$ cat src/rtl/mmix_defs.sv
// rtl/mmix_defs.sv - shared MMIX memory size codes, arbiter states and big-endian lane helpers
package mmix_defs;

    typedef enum logic [1:0] {
        SZ_BYTE  = 2'd0,
        SZ_WYDE  = 2'd1,
        SZ_TETRA = 2'd2,
        SZ_OCTA  = 2'd3
    } size_e;

    typedef enum logic [1:0] {
        ST_IDLE,
        ST_CMD,
        ST_RDWAIT,
        ST_RESP
    } arb_state_e;

    // Lowest byte lane of the field: the offset is first aligned down to the access size.
    function automatic logic [2:0] lane_lo(input size_e size, input logic [2:0] offset);
        logic [3:0] nbytes;
        logic [3:0] kal;
        nbytes = 4'd1 << size;
        kal    = {1'b0, offset & ~3'(nbytes - 4'd1)};
        return 3'(4'd8 - kal - nbytes);
    endfunction

    function automatic logic [7:0] lane_enable(input size_e size, input logic [2:0] offset);
        logic [7:0] mask;
        case (size)
            SZ_BYTE:  mask = 8'h01;
            SZ_WYDE:  mask = 8'h03;
            SZ_TETRA: mask = 8'h0F;
            default:  mask = 8'hFF;
        endcase
        return mask << lane_lo(size, offset);
    endfunction

    function automatic logic [5:0] lane_shift(input size_e size, input logic [2:0] offset);
        return {lane_lo(size, offset), 3'b000};
    endfunction

    function automatic logic [63:0] field_mask(input size_e size);
        case (size)
            SZ_BYTE:  return 64'h0000_0000_0000_00FF;
            SZ_WYDE:  return 64'h0000_0000_0000_FFFF;
            SZ_TETRA: return 64'h0000_0000_FFFF_FFFF;
            default:  return 64'hFFFF_FFFF_FFFF_FFFF;
        endcase
    endfunction

endpackage

$ cat src/rtl/mem_lane_align.sv
// rtl/mem_lane_align.sv - big-endian lane positioning of store data, byteenables and load extraction
module mem_lane_align
    import mmix_defs::*;
(
    input  size_e       size,
    input  logic [2:0]  offset,
    input  logic [63:0] wdata_in,
    input  logic [63:0] rdata_in,
    output logic [7:0]  byteenable,
    output logic [63:0] wdata_out,
    output logic [63:0] rdata_out
);

    logic [63:0] mask;
    logic [5:0]  shift;

    assign mask       = field_mask(size);
    assign shift      = lane_shift(size, offset);
    assign byteenable = lane_enable(size, offset);
    assign wdata_out  = (wdata_in & mask) << shift;
    assign rdata_out  = (rdata_in >> shift) & mask;

endmodule

$ cat src/rtl/mem_port_arbiter.sv
// rtl/mem_port_arbiter.sv - fetch / load-store arbiter onto one 64-bit Avalon-MM bus
// MEM_PORT_ARBITER_RR_EN selects round-robin arbitration; default is data-over-fetch priority.
module mem_port_arbiter
    import mmix_defs::*;
#(
    parameter int ADDR_W = 32
) (
    input  logic              clk,
    input  logic              reset_n,
    input  logic [63:0]       if_address,
    input  logic [1:0]        if_datasize,
    input  logic              if_read,
    output logic [63:0]       if_readdata,
    output logic              if_done,
    input  logic [63:0]       d_address,
    input  logic [1:0]        d_datasize,
    input  logic              d_read,
    input  logic              d_write,
    input  logic [63:0]       d_writedata,
    output logic [63:0]       d_readdata,
    output logic              d_done,
    output logic [ADDR_W-1:0] avm_address,
    output logic [7:0]        avm_byteenable,
    output logic              avm_read,
    output logic              avm_write,
    output logic [63:0]       avm_writedata,
    input  logic [63:0]       avm_readdata,
    input  logic              avm_waitrequest,
    input  logic              avm_readdatavalid
);

    arb_state_e        state_q, state_d;
    logic              sel_data_q, sel_data_d;
    logic              is_wr_q, is_wr_d;
    logic [ADDR_W-1:0] addr_q, addr_d;
    size_e             size_q, size_d;
    logic [2:0]        offset_q, offset_d;
    logic [63:0]       wdata_q, wdata_d;
    logic [63:0]       if_rdata_q, if_rdata_d;
    logic [63:0]       d_rdata_q, d_rdata_d;

    logic              d_req;
    logic              take_data;
    logic              in_cmd;
    logic [7:0]        lane_be;
    logic [63:0]       lane_wdata;
    logic [63:0]       lane_rdata;
    logic              unused_addr_bits;

    assign d_req            = d_read | d_write;
    assign unused_addr_bits = ^{if_address[63:ADDR_W], d_address[63:ADDR_W]};

`ifdef MEM_PORT_ARBITER_RR_EN
    logic last_data_q, last_data_d;

    // Contested grant goes to the port that did not win last time.
    assign take_data = d_req & (~if_read | ~last_data_q);

    always_comb begin
        last_data_d = last_data_q;
        if (state_q == ST_IDLE && (d_req || if_read)) begin
            last_data_d = take_data;
        end
    end

    always_ff @(posedge clk or negedge reset_n) begin
        if (!reset_n) begin
            last_data_q <= 1'b1;
        end else begin
            last_data_q <= last_data_d;
        end
    end
`else
    assign take_data = d_req;
`endif

    always_comb begin
        state_d    = state_q;
        sel_data_d = sel_data_q;
        is_wr_d    = is_wr_q;
        addr_d     = addr_q;
        size_d     = size_q;
        offset_d   = offset_q;
        wdata_d    = wdata_q;
        if_rdata_d = if_rdata_q;
        d_rdata_d  = d_rdata_q;
        case (state_q)
            ST_IDLE: begin
                if (d_req || if_read) begin
                    state_d    = ST_CMD;
                    sel_data_d = take_data;
                    // A simultaneous read and write on the data port resolves to the read.
                    is_wr_d    = take_data & d_write & ~d_read;
                    wdata_d    = d_writedata;
                    if (take_data) begin
                        addr_d   = {d_address[ADDR_W-1:3], 3'b000};
                        size_d   = size_e'(d_datasize);
                        offset_d = d_address[2:0];
                    end else begin
                        addr_d   = {if_address[ADDR_W-1:3], 3'b000};
                        size_d   = size_e'(if_datasize);
                        offset_d = if_address[2:0];
                    end
                end
            end
            ST_CMD: begin
                if (!avm_waitrequest) begin
                    state_d = is_wr_q ? ST_RESP : ST_RDWAIT;
                end
            end
            ST_RDWAIT: begin
                if (avm_readdatavalid) begin
                    state_d = ST_RESP;
                    if (sel_data_q) begin
                        d_rdata_d = lane_rdata;
                    end else begin
                        if_rdata_d = lane_rdata;
                    end
                end
            end
            ST_RESP: state_d = ST_IDLE;
            default: state_d = ST_IDLE;
        endcase
    end

    always_ff @(posedge clk or negedge reset_n) begin
        if (!reset_n) begin
            state_q    <= ST_IDLE;
            sel_data_q <= 1'b0;
            is_wr_q    <= 1'b0;
            addr_q     <= '0;
            size_q     <= SZ_BYTE;
            offset_q   <= 3'd0;
            wdata_q    <= 64'd0;
            if_rdata_q <= 64'd0;
            d_rdata_q  <= 64'd0;
        end else begin
            state_q    <= state_d;
            sel_data_q <= sel_data_d;
            is_wr_q    <= is_wr_d;
            addr_q     <= addr_d;
            size_q     <= size_d;
            offset_q   <= offset_d;
            wdata_q    <= wdata_d;
            if_rdata_q <= if_rdata_d;
            d_rdata_q  <= d_rdata_d;
        end
    end

    mem_lane_align u_align (
        .size       (size_q),
        .offset     (offset_q),
        .wdata_in   (wdata_q),
        .rdata_in   (avm_readdata),
        .byteenable (lane_be),
        .wdata_out  (lane_wdata),
        .rdata_out  (lane_rdata)
    );

    // Bus outputs are driven from latched values only in CMD, so they stay stable through stalls.
    assign in_cmd         = (state_q == ST_CMD);
    assign avm_read       = in_cmd & ~is_wr_q;
    assign avm_write      = in_cmd & is_wr_q;
    assign avm_address    = in_cmd ? addr_q : '0;
    assign avm_byteenable = in_cmd ? lane_be : 8'h00;
    assign avm_writedata  = avm_write ? lane_wdata : 64'd0;

    assign if_done     = (state_q == ST_RESP) & ~sel_data_q;
    assign d_done      = (state_q == ST_RESP) & sel_data_q;
    assign if_readdata = if_rdata_q;
    assign d_readdata  = d_rdata_q;

endmodule

$ cat config.mk
export PLATFORM = sky130hd
export DESIGN_NAME = mem_port_arbiter
export DESIGN_NICKNAME = d
export VERILOG_FILES = /design/src/rtl/mmix_defs.sv /design/src/rtl/mem_lane_align.sv /design/src/rtl/mem_port_arbiter.sv
export SDC_FILE = /design/constraint.sdc
export NUM_CORES = 1
export LEC_CHECK = 0
export ABC_AREA = 0
export BUFFER_PORTS_ARGS = -buffer_cell sky130_fd_sc_hd__buf_4
export CORE_AREA = 3 3 192 194
export CTS_CLUSTER_DIAMETER = 50
export DETAILED_ROUTE_END_ITERATION = 12
export DIE_AREA = 0 0 195 197
export GPL_TIMING_DRIVEN = 0
export HOLD_SLACK_MARGIN = 0.05
export PLACE_DENSITY = 0.62
export SETUP_SLACK_MARGIN = 0.15
export SKIP_CTS_REPAIR_TIMING = 1
export SLEW_MARGIN = 20
export SYNTH_ARGS = -nofsm -noshare
export SYNTH_HDL_FRONTEND = slang
export SYNTH_SLANG_ARGS = --single-unit
export TNS_END_PERCENT = 20
$ cat constraint.sdc
create_clock -name clk -period 3.44 [get_ports clk]
set_input_delay 0.344 -clock clk [delete_from_list [all_inputs] [get_ports clk]]
set_output_delay 0.344 -clock clk [all_outputs]
set_load 0.005 [all_outputs]
# ---- Word-level counts from Yosys, hierarchy flattened
# Index checks and enable logic that the tools add are counted.
dict set report totals {
  reg_bits 233
  output_inout_bits 236
  wordCells 58
  in_bits 267
}
dict set report op_classes {
  add_sub_neg 3
  n_eq_ne 8
  n_bitwise 14
  n_reduce_logical 7
  shift 4
  muxes 13
}
# cell n
set ops {}
lappend ops {{$pmux W64 S3} 1}
lappend ops {{$and A64 B64 Y64} 2}
lappend ops {{$mux W32} 2}
lappend ops {{$mux W64} 1}
lappend ops {{$shl A64 B6 Y64} 1}
lappend ops {{$shr A64 B6 Y64} 1}
lappend ops {{$pmux W8 S3} 1}
lappend ops {{$reduce_and A3 Y1} 3}
lappend ops {{$mux W2} 4}
lappend ops {{$mux W8} 1}
lappend ops {{$pmux W2 S4} 1}
lappend ops {{$shl A8 B3 Y8} 1}
lappend ops {{$and A1 B1 Y1} 6}
lappend ops {{$eq A2 B2 Y1 const B} 3}
lappend ops {{$ne A2 B2 Y1 const B} 3}
lappend ops {{$eq A2 B1 Y1 const B} 2}
lappend ops {{$logic_not A2 Y1} 2}
lappend ops {{$and A3 B3 Y3} 1}
lappend ops {{$mux W3} 1}
lappend ops {{$not A1 Y1} 3}
lappend ops {{$not A3 Y3} 1}
lappend ops {{$shl A1 B2 Y3 const A} 1}
lappend ops {{$sub A1 B3 Y3 const A} 1}
lappend ops {{$sub A3 B1 Y3 const B} 1}
lappend ops {{5 further kinds} 5}

# ---- Depth between registers and ports, before layout
dict set report logic_depth {
  depth_word 8
  ltp_mapped 12
  ltp_nobuf 8
}

# ---- Cells and area by module
# Synthesis repeated with hierarchy kept, for this count alone.
dict set report hier_totals {
  hier_cells 1270
  area_unflattened_um2 13136.3
}
# module seq_area_each_um2 n_inst area_each_um2 cells_each
set by_module_without_submodules {}
lappend by_module_without_submodules {mem_port_arbiter 5755.5 1 9705.6 708}
lappend by_module_without_submodules {mem_lane_align 0.0 1 3430.8 562}

# ---- Worst setup path before layout
# OpenSTA, ideal clock, no wires.
dict set report synth_path {
  path_type {flip-flop to output port}
  startpoint {register size_q[1]}
  endpoint {output avm_byteenable[1]}
  n_path_buf 3
  path_slack_ns 0.408
  t_arrival_ns 2.688
  stages_incl_launch_ff 12
  cell_sequence {dfrtp_1 -> clkbuf_1 -> nor2_2 -> clkinv_1 -> ha_1 -> nand4b_2 -> xor2_4 -> xor2_2 -> buf_4 -> buf_6 -> nand2_1 -> a211oi_1}
}
dict set report synth_via {
  elab_chain_len 8
  elab_cells_between_ends 12
  cone_classes {3 x add/sub; 2 x eq/ne; 2 x shift; 2 x mux; 2 x bitwise; 1 x reduce/logical}
}
# item line_no
set synth_rtl {}
lappend synth_rtl {{from (decl)} mem_port_arbiter.sv:36} ;# size_e size_q, size_d;
lappend synth_rtl {{from (signal assigned)} mem_port_arbiter.sv:142} ;# size_q <= size_d;
lappend synth_rtl {{$shl A1 B2 Y3} mmix_defs.sv:22} ;# nbytes = 4'd1 << size;
lappend synth_rtl {{$sub A3 B1 Y3} mmix_defs.sv:23} ;# kal = {1'b0, offset & ~3'(nbytes - 4'd1)};
lappend synth_rtl {{$not A3 Y3} mmix_defs.sv:23}
lappend synth_rtl {{$and A3 B3 Y3} mmix_defs.sv:23}
lappend synth_rtl {{$sub A1 B3 Y3} mmix_defs.sv:24} ;# return 3'(4'd8 - kal - nbytes);
lappend synth_rtl {{$sub A3 B3 Y3} mmix_defs.sv:24}
lappend synth_rtl {{$shl A8 B3 Y8 (*)} mmix_defs.sv:35} ;# return mask << lane_lo(size, offset);
lappend synth_rtl {{$mux W8 (*)} mem_port_arbiter.sv:165} ;# assign avm_byteenable = in_cmd ? lane_be : 8'h00;
lappend synth_rtl {{to (decl)} mem_port_arbiter.sv:23} ;# output logic [7:0] avm_byteenable,
# Mark *: on every way between the ends. The rest lies on a longest branch, timed or not.

# ---- Final worst setup path
dict set report layout_path {
  startpoint {register size_q[0]}
  endpoint {output avm_writedata[40]}
}
dict set report layout_via {
  elab_chain_len 8
  elab_cells_between_ends 13
  cone_classes {3 x add/sub; 2 x eq/ne; 2 x shift; 2 x mux; 3 x bitwise; 1 x reduce/logical}
}
# item line_no
set layout_rtl {}
lappend layout_rtl {{$shl A1 B2 Y3} mmix_defs.sv:22}
lappend layout_rtl {{$sub A3 B1 Y3} mmix_defs.sv:23}
lappend layout_rtl {{$not A3 Y3} mmix_defs.sv:23}
lappend layout_rtl {{$and A3 B3 Y3} mmix_defs.sv:23}
lappend layout_rtl {{$sub A1 B3 Y3} mmix_defs.sv:24}
lappend layout_rtl {{$sub A3 B3 Y3} mmix_defs.sv:24}
lappend layout_rtl {{$shl A64 B6 Y64 (*)} mem_lane_align.sv:20} ;# assign wdata_out = (wdata_in & mask) << shift;
lappend layout_rtl {{$mux W64 (*)} mem_port_arbiter.sv:166} ;# assign avm_writedata = avm_write ? lane_wdata : 64'd0;
lappend layout_rtl {{to (decl)} mem_port_arbiter.sv:26} ;# output logic [63:0] avm_writedata,
# Marks and branches as above.

==> metrics.txt <==
final hold vios 0; synthesized area per cell 10.5 um^2; full die area 38400 um^2; routability congestion estimate 0.878; EDFF count, synth 0; Ports 503; CTS tree built; Worst setup startpoint size_q[0]$_DFFE_PN0P_; asr flop ratio synth between 90% and 100%; max-slew violations 0; # rows 69; WL/cell ~24 um; Hold Path Cell Cnt 3; Seq/Total Area, Yosys 47.6%; adder-cell share of the synthesized area 0.725%; hold path start d_write; Via density 5.46; largest net degree at the start of global routing 97; Clk Latency, worst-skew pair 0.56 ns; DR vias 12.0k; crit share post-route 104%; cell area power density 1160 nW/um^2; Max FO, Critical Path 8; clock buffer count from CTS 30; failing checks negative setup slack; port bufs ~440; Distinct cells, synth 54; CP endpoint kind output port; Setup WS post-layout -0.148 ns; Worst setup SP type flop; Routed Antenna Nets 0; flop2flop setup slack 0.41 ns; ys flop type dfrtp_1; vias in the first global route 11.6k; root buf cell clkbuf_16; CP arrival around 3.2 ns; Peak VDD IR ~0.76 mV; worst reg2reg path startpoint size_q[1]$_DFFE_PN0P_; worst-margin pin slew between 0.9 and 1 ns; Fill cells roughly 3.2k; RSZ-0062 raised after global routing yes; CP required 3.10 ns; status finished with violations; Yosys warnings 0; Longest Clk Path Bufs 3; minimum clock period 3.59 ns; Initial Util roughly a third; clk sinks 230; Clk pin slew, worst setup/hold paths 0.06 ns; Nets 1991; die height between 150 and 200 um; Syn Std Cell Area 12100 um^2; All-Layer GR Usage 26.2%; DP Wirelength 41.6 mm; Lkg Pwr between 0.008 and 0.009 uW; layout cells sized above 1 between 40% and 50%; DRT Wirelength ~54 mm; Synth Area in XOR/XNOR 0.642%; total chip power between 20000 and 25000 uW; Max Cap Viol 0; WHS about 0.056 ns; grt ovf 0; setup violators final 50; die width 195 um; Reg2Reg Depth 7; flops & latches, synth 230; CTS H-tree lvls 1; skew final 0.00796 ns; Post-Syn Instances 1156; TritonRoute pass-1 iters 5; critical path type reg -> out; Compound-Gate Fraction of Synth Area between 15 and 20%; fmax 279 MHz; combinational family with the most area after synthesis multiplexers; first-pass GRT wire length 76.0 mm; Area growth, synth to finish 53.8%; initial antenna violation count 0; core area 35400 um^2; Residual DRC 0; DR iter-0 viols 796; Worst slew margin 36.8%; hold crit path type in -> reg; mux contribution to synthesized area between 15 and 20%; simple-gate share of the synthesized area 13.4%
## cell usage after synthesis, types with 3 or more instances
| master | instances | area, um^2 |
|---|---|---|
| a21oi_1 | 32 | 160 |
| nor3_2 | 3 | 30.0 |
| nor4b_1 | 7 | 61.3 |
| o22a_1 | 3 | 26.3 |
| mux2i_1 | 92 | 921 |
| nor2_1 | 37 | 139 |
| a31oi_1 | 8 | 50.1 |
| o31ai_1 | 3 | 22.5 |
| buf_4 | 10 | 75.1 |
| ha_1 | 7 | 87.6 |
| o21ai_0 | 56 | 280 |
| nand2b_1 | 3 | 18.8 |
| and2_1 | 32 | 200 |
| a32o_1 | 8 | 80.1 |
| inv_1 | 8 | 30.0 |
| or3_1 | 18 | 113 |
| buf_6 | 3 | 33.8 |
| o21ai_1 | 35 | 175 |
| buf_1 | 8 | 30.0 |
| o211ai_1 | 10 | 75.1 |
| nor3_1 | 12 | 60.1 |
| clkbuf_1 | 50 | 188 |
| mux2i_2 | 4 | 55.1 |
| and3_1 | 28 | 175 |
| o22ai_1 | 4 | 25.0 |
| nand2_1 | 176 | 661 |
| o2bb2ai_1 | 7 | 61.3 |
| nor2b_1 | 4 | 25.0 |
| buf_2 | 28 | 140 |
| a22oi_1 | 9 | 67.6 |
| dfrtp_1 | 230 | 5760 |
| a221o_1 | 9 | 90.1 |
| nand3_1 | 19 | 95.1 |
| o221ai_1 | 18 | 158 |
| mux4_2 | 12 | 270 |
| mux2_2 | 83 | 935 |
| a22o_1 | 57 | 499 |
## where the power goes
group	total, uW	internal (uW)	switching, uW
logic	13700	6180	7480
clock network	3230	1930	1300
registers	4720	3820	893
## routing by layer
metal / share of wire (%) / global-route usage, % / vias up
met4: 3.1 / 7.87 / 0
li1: - / - / 5326
met2: 49 / 44.6 / 656
met3: 8.2 / 5.68 / 100
met1: 40 / 33.6 / 5959
met5: 0 / 0 / -
## state kept, by name, indices dropped and copies added, names as in the netlist
signal / cells
if_readdata: 64
addr_q: 29
d_readdata: 64
wdata_q: 64
state_q: 2
sel_data_q: 1
is_wr_q: 1
size_q: 2
offset_q: 3
## metrics by stage
step	area (um^2)	setup WS [ns]	cells	setup TNS [ns]	utilization, %
after floorplan	12100	0.408	1158	0	-
after global placement	15900	-1.06	2054	-81.31	45.0
after detailed placement	16000	-1.05	2056	-80.29	45.2
after CTS	17000	-1.69	2112	-129.17	48.1
after global routing	18600	-0.279	2202	-12.78	52.5
final	18600	-0.148	2204	-3.08	52.5
## cell usage in the layout, fill, tap and decap left out, types with 10 or more instances in the layout
master,synthesis,layout
buf_6,3,23
a21oi_1,32,13
mux2_2,83,83
a21oi_2,0,17
o21ai_1,35,35
dfrtp_1,230,228
clkbuf_1,50,37
buf_2,28,19
o221ai_1,18,18
nor2_1,37,23
nor2_2,2,12
nand2_1,176,171
clkbuf_16,0,32
o211ai_1,10,10
mux2i_1,92,89
and3_1,28,24
buf_4,10,452
mux4_2,12,12
dlygate4sd3_1,0,66
a22o_1,57,57
nand3_1,19,17
or3_1,18,14
and2_1,32,31
o21ai_0,56,56
## worst max-delay path: stages, from the launching register on
cell        delay, ns
dfrtp_2          0.44
buf_6            0.15
nor2_4           0.15
clkinvlp_4       0.14
ha_4             0.29
nand4b_4         0.12
xor2_4           0.23
xor2_4           0.22
buf_8            0.17
buf_6            0.11
or3_4            0.36
a21oi_2          0.16
buf_4            0.14
## layout make-up
class	count	area, um^2	area share, %
Antenna cell	2	5.00	0.0269
Clock inverter	20	220	1.18
Tap cell	461	577	3.10
Timing Repair Buffer	527	4230	22.7
Inverter	11	48.8	0.262
Clock buffer	36	815	4.38
Sequential cell	230	5760	31.0
Multi-Input combinational cell	817	6220	33.4
Buffer	100	726	3.90
## cells by family (layout without fill, tap and decap cells)
kind of cell / after synthesis / after routing
simple gates: 344 / 344
compound gates: 267 / 267
buf+inv: 111 / 694
fa+ha+maj: 7 / 7
other cells: 1 / 5
flops: 230 / 230
xor+xnor: 5 / 5
mux: 191 / 191
## worst paths after layout
path	to
worst min register to register	addr_q[31]$_DFFE_PN0P_
max in group asynchronous	addr_q[11]$_DFFE_PN0P_
worst max-delay path	avm_writedata[40]
worst max register to register	if_readdata[6]$_DFFE_PN0P_
worst min-delay path	is_wr_q$_DFFE_PN0P_
min in group asynchronous	d_readdata[10]$_DFFE_PN0P_
Power figures use the tool's default switching activity.
